===== config.mk =====
export PLATFORM = sky130hd
export DESIGN_NAME = vga_timing_gen_flat
export DESIGN_NICKNAME = d
export VERILOG_FILES = /design/src/rtl/vga_timing_gen_if.sv /design/src/rtl/vga_timing_gen.sv /design/src/flat_wrapper.sv
export SDC_FILE = /design/constraint.sdc
export NUM_CORES = 1
export LEC_CHECK = 0
export BUFFER_PORTS_ARGS = -buffer_cell sky130_fd_sc_hd__buf_4
export CORE_ASPECT_RATIO = 0.8
export CORE_MARGIN = 4
export CORE_UTILIZATION = 30
export CTS_CLUSTER_DIAMETER = 30
export CTS_CLUSTER_SIZE = 10
export DETAILED_ROUTE_END_ITERATION = 8
export PLACE_DENSITY_LB_ADDON = 0.05
export SLEW_MARGIN = 10
export SYNTH_ARGS = -nofsm -noshare
export SYNTH_HDL_FRONTEND = slang
export SYNTH_SLANG_ARGS = --single-unit

===== constraint.sdc =====
create_clock -name clk -period 2.65 [get_ports clk]
set_clock_uncertainty 0.15 [all_clocks]
set_input_delay 0.1325 -clock clk [delete_from_list [all_inputs] [get_ports clk]]
set_output_delay 0.1325 -clock clk [all_outputs]
set_load 0.05 [all_outputs]

===== src/rtl/vga_timing_gen_if.sv =====
`default_nettype none
// +----------------------------------------------------------------------+
// | vga_if                                                               |
// | Raster pixel-stream bundle passed between video pipeline stages.     |
// | Rev 1.0 - initial release                                            |
// +----------------------------------------------------------------------+
interface vga_if;
    logic [10:0] hcount;
    logic [10:0] vcount;
    logic        hsync;
    logic        vsync;
    logic        hblnk;
    logic        vblnk;
    logic [11:0] rgb;

    modport out (output hcount, vcount, hsync, vsync, hblnk, vblnk, rgb);
    modport in  (input  hcount, vcount, hsync, vsync, hblnk, vblnk, rgb);
endinterface
`default_nettype wire


===== src/rtl/vga_timing_gen.sv =====
`default_nettype none
// +----------------------------------------------------------------------+
// | vga_timing_gen                                                       |
// | 1024x768@60 raster source with frame-aligned run/stop control.       |
// | Optional completed-frame counter: define VGA_TIMING_FRAME_CNT_EN.    |
// | Rev 1.0 - initial release                                            |
// +----------------------------------------------------------------------+
module vga_timing_gen #(
    parameter int HOR_PIXELS = 1024,
    parameter int HOR_FP     = 24,
    parameter int HOR_SYNC   = 136,
    parameter int HOR_BP     = 160,
    parameter int VER_PIXELS = 768,
    parameter int VER_FP     = 3,
    parameter int VER_SYNC   = 6,
    parameter int VER_BP     = 29
) (
    input  logic        clk,
    input  logic        rst_n,
    input  logic        en,
    vga_if.out          vga_out,
    output logic        frame_start,
    output logic        busy,
    output logic [15:0] frame_cnt
);

    localparam logic [10:0] c_H_ACT    = 11'(HOR_PIXELS);
    localparam logic [10:0] c_H_SYNC_S = 11'(HOR_PIXELS + HOR_FP);
    localparam logic [10:0] c_H_SYNC_E = 11'(HOR_PIXELS + HOR_FP + HOR_SYNC - 1);
    localparam logic [10:0] c_H_LAST   = 11'(HOR_PIXELS + HOR_FP + HOR_SYNC + HOR_BP - 1);
    localparam logic [10:0] c_V_ACT    = 11'(VER_PIXELS);
    localparam logic [10:0] c_V_SYNC_S = 11'(VER_PIXELS + VER_FP);
    localparam logic [10:0] c_V_SYNC_E = 11'(VER_PIXELS + VER_FP + VER_SYNC - 1);
    localparam logic [10:0] c_V_LAST   = 11'(VER_PIXELS + VER_FP + VER_SYNC + VER_BP - 1);

    localparam logic [1:0] c_ST_IDLE     = 2'd0;
    localparam logic [1:0] c_ST_RUN      = 2'd1;
    localparam logic [1:0] c_ST_STOPPING = 2'd2;

    logic [1:0]  r_state;
    logic [10:0] r_hcount;
    logic [10:0] r_vcount;
    logic        r_hsync;
    logic        r_vsync;
    logic        r_hblnk;
    logic        r_vblnk;
    logic        r_frame_start;
    logic        r_busy;

    logic [1:0]  w_state_next;
    logic [10:0] w_h_next;
    logic [10:0] w_v_next;
    logic        w_active_next;
    logic        w_line_end;
    logic        w_frame_end;

    always_ff @(posedge clk or negedge rst_n) begin
        if (!rst_n) begin
            r_state <= c_ST_IDLE;
        end else begin
            r_state <= w_state_next;
        end
    end

    always_comb begin
        w_state_next = r_state;
        w_h_next     = 11'd0;
        w_v_next     = 11'd0;
        w_line_end   = (r_hcount == c_H_LAST);
        w_frame_end  = w_line_end && (r_vcount == c_V_LAST);

        case (r_state)
            c_ST_IDLE: begin
                if (en) w_state_next = c_ST_RUN;
            end
            c_ST_RUN: begin
                if (!en) w_state_next = c_ST_STOPPING;
            end
            c_ST_STOPPING: begin
                // A stop only takes effect once the last pixel of the frame is out.
                if (en)               w_state_next = c_ST_RUN;
                else if (w_frame_end) w_state_next = c_ST_IDLE;
            end
            default: w_state_next = c_ST_IDLE;
        endcase

        w_active_next = (w_state_next != c_ST_IDLE);

        // Leaving IDLE starts at (0,0); the default zeros already cover that.
        if (w_active_next && (r_state != c_ST_IDLE)) begin
            if (w_line_end) begin
                w_h_next = 11'd0;
                w_v_next = w_frame_end ? 11'd0 : r_vcount + 11'd1;
            end else begin
                w_h_next = r_hcount + 11'd1;
                w_v_next = r_vcount;
            end
        end
    end

    // Decode is taken from the next-count value so it lines up with the count register.
    always_ff @(posedge clk or negedge rst_n) begin
        if (!rst_n) begin
            r_hcount      <= 11'd0;
            r_vcount      <= 11'd0;
            r_hsync       <= 1'b0;
            r_vsync       <= 1'b0;
            r_hblnk       <= 1'b1;
            r_vblnk       <= 1'b1;
            r_frame_start <= 1'b0;
            r_busy        <= 1'b0;
        end else begin
            r_hcount      <= w_h_next;
            r_vcount      <= w_v_next;
            r_hsync       <= w_active_next && (w_h_next >= c_H_SYNC_S) && (w_h_next <= c_H_SYNC_E);
            r_vsync       <= w_active_next && (w_v_next >= c_V_SYNC_S) && (w_v_next <= c_V_SYNC_E);
            r_hblnk       <= !w_active_next || (w_h_next >= c_H_ACT);
            r_vblnk       <= !w_active_next || (w_v_next >= c_V_ACT);
            r_frame_start <= w_active_next && (w_h_next == 11'd0) && (w_v_next == 11'd0);
            r_busy        <= w_active_next;
        end
    end

`ifdef VGA_TIMING_FRAME_CNT_EN
    logic [15:0] r_frame_cnt;

    always_ff @(posedge clk or negedge rst_n) begin
        if (!rst_n) begin
            r_frame_cnt <= 16'd0;
        end else if ((r_state != c_ST_IDLE) && w_frame_end) begin
            r_frame_cnt <= r_frame_cnt + 16'd1;
        end
    end

    assign frame_cnt = r_frame_cnt;
`else
    assign frame_cnt = 16'd0;
`endif

    assign vga_out.hcount = r_hcount;
    assign vga_out.vcount = r_vcount;
    assign vga_out.hsync  = r_hsync;
    assign vga_out.vsync  = r_vsync;
    assign vga_out.hblnk  = r_hblnk;
    assign vga_out.vblnk  = r_vblnk;
    assign vga_out.rgb    = 12'h000;
    assign frame_start    = r_frame_start;
    assign busy           = r_busy;

endmodule
`default_nettype wire

===== src/flat_wrapper.sv =====
// flat-port wrapper written by rule: the top's interface ports become plain ports
module vga_timing_gen_flat 
#(
    parameter int HOR_PIXELS = 1024,
    parameter int HOR_FP     = 24,
    parameter int HOR_SYNC   = 136,
    parameter int HOR_BP     = 160,
    parameter int VER_PIXELS = 768,
    parameter int VER_FP     = 3,
    parameter int VER_SYNC   = 6,
    parameter int VER_BP     = 29
)
  (clk, rst_n, en, frame_start, busy, frame_cnt, vga_out_hcount, vga_out_vcount, vga_out_hsync, vga_out_vsync, vga_out_hblnk, vga_out_vblnk, vga_out_rgb);
  vga_if vga_out_i ();
  input  logic clk;
  input  logic rst_n;
  input  logic en;
  output logic frame_start;
  output logic busy;
  output logic [15:0] frame_cnt;
  output wire logic [$bits(vga_out_i.hcount)-1:0] vga_out_hcount;
  output wire logic [$bits(vga_out_i.vcount)-1:0] vga_out_vcount;
  output wire logic [$bits(vga_out_i.hsync)-1:0] vga_out_hsync;
  output wire logic [$bits(vga_out_i.vsync)-1:0] vga_out_vsync;
  output wire logic [$bits(vga_out_i.hblnk)-1:0] vga_out_hblnk;
  output wire logic [$bits(vga_out_i.vblnk)-1:0] vga_out_vblnk;
  output wire logic [$bits(vga_out_i.rgb)-1:0] vga_out_rgb;
  assign vga_out_hcount = vga_out_i.hcount;
  assign vga_out_vcount = vga_out_i.vcount;
  assign vga_out_hsync = vga_out_i.hsync;
  assign vga_out_vsync = vga_out_i.vsync;
  assign vga_out_hblnk = vga_out_i.hblnk;
  assign vga_out_vblnk = vga_out_i.vblnk;
  assign vga_out_rgb = vga_out_i.rgb;
  vga_timing_gen #(.HOR_PIXELS(HOR_PIXELS), .HOR_FP(HOR_FP), .HOR_SYNC(HOR_SYNC), .HOR_BP(HOR_BP), .VER_PIXELS(VER_PIXELS), .VER_FP(VER_FP), .VER_SYNC(VER_SYNC), .VER_BP(VER_BP)) u_core (.clk(clk), .rst_n(rst_n), .en(en), .vga_out(vga_out_i), .frame_start(frame_start), .busy(busy), .frame_cnt(frame_cnt));
endmodule

==> qor.yml, run 1 <==
outcome:
  outcome: "finished with violations"
  violations: "setup timing"
drt:
  drtIter0Drc: 95
  dr.pass1.iters: 4
  ant_nets: 0
  routed_wl_um: 5260
  vias: 1700
  drc_errors: 0
  viasPerCell: 4.71
  wire_per_inst_um: 14.6
sta:
  fin_crit_sh: 1.01
  rsz0062_at_grt: "true"
  tightest_slew_ns: 0.516
  setup_viol: 1
  finalCriticalPeriod_ns: 2.69
  max-slew-margin-rel: 0.650
  worst_slack_ns: -0.0375
  fmax_mhz: 372
  tns_ns: -0.0375
  drv_slew: 0
  hold_viol_final: 0
critical_path:
  critPathMaxFanout: 6
  cp_num_buf_inv: 1
  cp_cell_sequence: "or4b_4 -> nor4_4 -> buf_4 -> and4_4 -> nor2_4 -> or4_4 -> a211oi_2"
  crit_slowest_cell: "or4b_4"
  r2r_cells: 7
  slowest_delay_ns: 0.58
  worstPathRequired_ns: 2.68
  reg2reg_slack_ns: -0.04
  r2r_start: "u_core.vga_out.hcount[6]"
  cp_top_family: "simple AND/OR/NAND/NOR gates"
  setup.worst_path.end_class: "flip-flop"
  worstReg2RegEnd: "u_core.vga_out.vsync"
  arrival_ns: 2.72
  crit_type: "flip-flop to flip-flop"
  start_kind: "flip-flop"
synthesis:
  yosysTopAreaCell: "dfrtp_1"
  ys_types: 52
  synth_area_sq_um: 1980
  netlist_instances: 219
  synth_area_leaders: "dfrtp_1 35%, buf_4 11%, nor2_1 5.7%, xnor2_1 4.0%, dfstp_2 2.7%"
  ys_seq_elements: 30
  ys_seq_area_frac: 0.380
  synth_ff_type: "dfrtp_1"
  synth_edf_count: 0
  yosysWarnings: 0
  async_flop_share: 1.00
  synth_top_area_share: 0.354
  syn_area_per_cell_sq_um: 9.04
placement:
  dp_slack_ns: -0.00298
  placed_cell_area_sq_um: 2370
  portBuffers: 30
  gp_congestion: 0.782
  place_hpwl_um: 4070
cells_and_area:
  postLayoutCoreUtil: 0.395
  drive_above_1_share: 0.325
  antennaDiodeCount: 0
  final_cell_area_sq_um: 2530
  area_growth_syn_to_layout_pct: 27.9
  fin_nets: 282
clock_tree:
  clockRootBuffer: "clkbuf_8"
  cts_buffer_depth: 2
  cts-buffers-inserted: 5
  cts_htree_levels: 2
  path_clk_slew_ns: 0.07
  clock_latency_ns: 0.28
  cts.sinks: 30
  cts_tree: "yes"
global_routing:
  grt_max_degree: 31
  antenna_found_initial: 0
  grt_pass1_wl_um: 8510
  grtUsageTotal: 0.137
  grt_overflow: 0
  grt_pass1_vias: 1630
floorplan:
  die_h_um: 80.7
  ios: 59
  die_width_um: 98.8
  dieArea_sq_um: 7970
  start_util: 0.309
  core_area_sq_um: 6410
  row_count: 26
pwr:
  p_leak_nw: 1.17
  power_mw: 1.19
  power.density_nw_per_um2: 469
  ir_worst_vdd_uv: 193
min_path:
  hold_path_class: "input port to asynchronous set/reset pin"
job:
  cap_violations: 0
cell usage after synthesis (3+ instances only):
cell      count
o21a_1        3
nor3_1        7
xnor2_1       9
inv_1         6
a21oi_1       4
dfrtp_1      28
nand2_1      10
nor4_1        6
ha_1          3
nor2_1       30
and3_1        6
nand3_1       7
xor2_1        6
and4_1        3
and2_1        4
clkbuf_1      8
nand4_1       6
buf_4        28
a31oi_1       4
sequential cells by signal, summed over array words and instances (netlist names):
name                   cells
u_core.vga_out.hcount     11
u_core.vga_out.vcount     11
u_core.r_state             2
u_core.busy                1
u_core.frame_start         1
u_core.vga_out.hblnk       1
u_core.vga_out.hsync       1
u_core.vga_out.vblnk       1
u_core.vga_out.vsync       1
logic make-up (layout without fill, tap and decap cells):
group,Yosys count,in the layout,synth area share
buf+inv,43,74,0.138
flops,30,30,0.380
fa+ha+maj,3,3,0.0190
other cells,1,28,0.00189
xor+xnor,15,15,0.0663
simple gates,92,92,0.262
mux,1,1,0.00569
compound gates,34,34,0.127
timing repair:
action | CTS | global route
pin swaps | 0 | 7
endpoints found under the hold margin | 32 | 0
setup endpoints to repair | 1 | 3
resized for setup | 3 | 9
hold buffers | 2 | 0
setup buffers | 0 | 2
layout by cell type (no fill, tap or decap), drive strengths merged, types with 2 or more instances in the layout:
cell / synthesis / final
inv: 6 / 6
dlygate4sd3: 0 / 2
nand4: 6 / 6
nor4b: 2 / 2
clkbuf: 8 / 6
o31ai: 2 / 2
xor2: 6 / 6
or4: 2 / 2
and4: 3 / 3
o21a: 3 / 3
dfstp: 2 / 2
o21ai: 3 / 3
a21oi: 4 / 4
nor2: 30 / 30
nand3: 7 / 7
clkinv: 0 / 2
and2: 4 / 4
conb: 1 / 28
buf: 29 / 58
nor3: 7 / 7
nor4: 7 / 7
xnor2: 9 / 9
a31oi: 4 / 4
a21boi: 2 / 2
a21o: 2 / 2
and4b: 2 / 2
o211ai: 2 / 2
dfrtp: 28 / 28
and3: 6 / 6
nand2: 10 / 10
ha: 3 / 3
or3: 2 / 2
power breakdown:
| part | switching, mW | internal, mW |
|---|---|---|
| combinational | 0.245 | 0.0828 |
| sequential | 0.0207 | 0.485 |
| clock | 0.173 | 0.182 |
| total | 0.439 | 0.749 |
per-stage QoR:
stage               std cells  hold WS (ns)
floorplan                 246        -0.313
detailed placement        349       -0.0465
global placement          349       -0.0470
global route              361         0.213
CTS                       359         0.191
finish                    361         0.180
worst max path at each step:
stage / to / cells after the start / slack, ns / from
after floorplan: u_core.vga_out.vsync / 6 / 0.02 / u_core.vga_out.hcount[10]
after global placement: u_core.frame_start / 8 / 0.03 / u_core.vga_out.hcount[1]
after detailed placement: u_core.frame_start / 8 / -0.003 / u_core.vga_out.hcount[1]
after CTS: u_core.vga_out.vsync / 6 / 0.003 / u_core.vga_out.hcount[9]
after global routing: u_core.vga_out.vsync / 7 / -0.07 / u_core.vga_out.hcount[6]
final: u_core.vga_out.vsync / 7 / -0.04 / u_core.vga_out.hcount[6]
layout make-up:
| cell class | instances | area (sq um) |
|---|---|---|
| fillers | 665 | 3880 |
| multi-input cells | 173 | 1100 |
| flip-flops and latches | 30 | 763 |
| repair buffers | 60 | 455 |
| well taps | 84 | 105 |
| clock buffers | 6 | 72.6 |
| inverters | 6 | 22.5 |
| clock inverters | 2 | 10.0 |
routing by layer:
metal / up-vias / part of all wire / track usage / wire, um
met5: - / 0 / 0 / 0
met4: 0 / 0.0049 / 0.0286 / 26
met3: 2 / 0.059 / 0.0278 / 309
met2: 56 / 0.41 / 0.199 / 2170
met1: 794 / 0.52 / 0.206 / 2750
li1: 848 / - / - / -
(Power assumes the default switching activity.)
==> run 2, diff against run 1 <==
Settings changed: CTS_BUF_LIST set to sky130_fd_sc_hd__clkbuf_4.
==> qor.yml, run 2 (synthesis gave the netlist of run 1 again) <==
drt:
  wire_per_inst_um: 14.7  # +1.2%
  viasPerCell: 4.72  # +0.29%
  drc_errors: 0  # unchanged
  routed_wl_um: 5320  # +1.2%
  dr.pass1.iters: 4  # unchanged
  drtIter0Drc: 77  # -19%
  ant_nets: 0  # unchanged
  vias: 1705  # +0.29%
global_routing:
  grtUsageTotal: 0.139  # +0.00203
  grt_max_degree: 31  # unchanged
  antenna_found_initial: 0  # unchanged
  grt_pass1_wl_um: 8530  # +0.16%
  grt_pass1_vias: 1619  # -0.67%
  grt_overflow: 0  # unchanged
placement:
  place_hpwl_um: 4070  # unchanged
  portBuffers: 30  # unchanged
  gp_congestion: 0.782  # unchanged
  placed_cell_area_sq_um: 2370  # unchanged
  dp_cells: 349  # unchanged
  dp_slack_ns: -0.00298  # unchanged
cells_and_area:
  layout_commonest_cell: "buf_4"
  mostFrequentLayoutCells: "58 x buf_4, 28 x nor2_1, 28 x conb_1"
  nFillCells: 666  # +0.15%
  final_cell_area_sq_um: 2500  # -1.1%
  antennaDiodeCount: 0  # unchanged
  drive_above_1_share: 0.329  # +0.00361
  fin_cells: 361  # unchanged
  fin_nets: 282  # unchanged
  area_growth_syn_to_layout_pct: 26.5
  postLayoutCoreUtil: 0.391  # -0.00429
critical_path:
  critPathMaxFanout: 6  # unchanged
  r2r_start: "u_core.vga_out.hcount[6]"
  worstPathRequired_ns: 2.74  # +0.06 ns
  arrival_ns: 2.79  # +0.07 ns
  crit_type: "flip-flop to flip-flop"
  r2r_cells: 7  # unchanged
  start_kind: "flip-flop"
  reg2reg_slack_ns: -0.05  # about the same
  setup.worst_path.end_class: "flip-flop"
  worstReg2RegEnd: "u_core.vga_out.vsync"
sta:
  rsz0062_at_grt: "true"
  hold_viol_final: 0  # unchanged
  setup_viol: 1  # unchanged
  worst_slack_ns: -0.0477  # -0.0101 ns
  max-slew-margin-rel: 0.657  # +0.00625
  tns_ns: -0.0477  # -0.0101 ns
  tightest_slew_ns: 0.507  # -0.00922 ns
  fin_crit_sh: 1.02  # +0.00383
  fmax_mhz: 371  # -0.38%
  holdWs_ns: 0.110  # -0.0696 ns
  finalCriticalPeriod_ns: 2.70  # +0.0101 ns
  drv_slew: 0  # unchanged
job:
  cap_violations: 0  # unchanged
pwr:
  p_int_mw: 0.678  # -9.5%
  power.density_nw_per_um2: 443  # -5.5%
  p_leak_nw: 1.17  # -0.81%
  ir_worst_vdd_uv: 210  # +8.7%
  power.switching_mw: 0.432  # -1.4%
  seq_power_share: 0.455  # +0.030
  power_mw: 1.11  # -6.5%
  clockPowerShare: 0.251  # -0.048
  p_comb_frac: 0.295  # +0.019
  p_sw_frac: 0.389  # +0.0201
floorplan:
  row_count: 26  # unchanged
  ios: 59  # unchanged
  dieArea_sq_um: 7970  # unchanged
  core_area_sq_um: 6410  # unchanged
  die_width_um: 98.8  # unchanged
  start_util: 0.309  # unchanged
  die_h_um: 80.7  # unchanged
clock_tree:
  cts_tree: "yes"
  cts.sinks: 30  # unchanged
  path_clk_slew_ns: 0.11  # +0.04 ns
  clockRootBuffer: "clkbuf_4"
  cts-buffers-inserted: 5  # unchanged
  cts_htree_levels: 2  # unchanged
  cts_buffer_depth: 2  # unchanged
  clock_latency_ns: 0.34  # +0.06 ns
min_path:
  hold_path_class: "input port to asynchronous set/reset pin"
outcome:
  violations: "setup timing"
  outcome: "finished with violations"
run 2: cell counts in the layout (fill, tap and decap cells not counted):
No cell type changed its count.
run 2: power groups by stage:
stage               clock [mW]  sequential (mW)  combinational (mW)
floorplan                    0            0.580               0.192
global placement             0            0.515               0.324
detailed placement           0            0.514               0.323
CTS                      0.293            0.506               0.329
global route             0.317            0.510               0.348
finish                   0.278            0.505               0.327
run 2: layout make-up:
class / count / area [sq um] / share of cell area
clock buffers: 6 / 45.0 / 0.0180
multi-input cells: 173 / 1100 / 0.441
repair buffers: 60 / 455 / 0.182
well taps: 84 / 105 / 0.0420
inverters: 6 / 22.5 / 0.00899
flip-flops and latches: 30 / 763 / 0.305
clock inverters: 2 / 10.0 / 0.00400
run 2: worst max-delay path by stage:
stage / startpoint / end / slack (ns) / cells after the start
after floorplan: u_core.vga_out.hcount[10] / u_core.vga_out.vsync / 0.02 / 6
after global placement: u_core.vga_out.hcount[1] / u_core.frame_start / 0.03 / 8
after detailed placement: u_core.vga_out.hcount[1] / u_core.frame_start / -0.003 / 8
after CTS: u_core.vga_out.hcount[9] / u_core.frame_start / 0.002 / 6
after global routing: u_core.vga_out.hcount[6] / u_core.vga_out.vsync / -0.08 / 7
final: u_core.vga_out.hcount[6] / u_core.vga_out.vsync / -0.05 / 7
run 2: what timing repair did:
item | 4_1_cts | 5_1_grt
hold buffers | 2 | 0
gates resized for setup | 2 | 10
hold endpoints to repair | 32 | 0
setup endpoints to repair | 1 | 3
pin swaps | 0 | 7
buffers inserted | 0 | 2
run 2: critical path, cell delays in order (launching register included):
cell and delay (ns):
dfrtp_2 0.43, or4b_4 0.58, nor4_4 0.26, buf_4 0.18
and4_4 0.26, nor2_4 0.04, or4_4 0.53, a211oi_2 0.19
run 2: routing by layer:
metal	vias to the layer above	track usage	routed length [um]
li1	852	-	-
met1	793	0.208	2820
met2	53	0.196	2150
met3	7	0.0304	293
met4	0	0.0409	61
met5	-	0	0
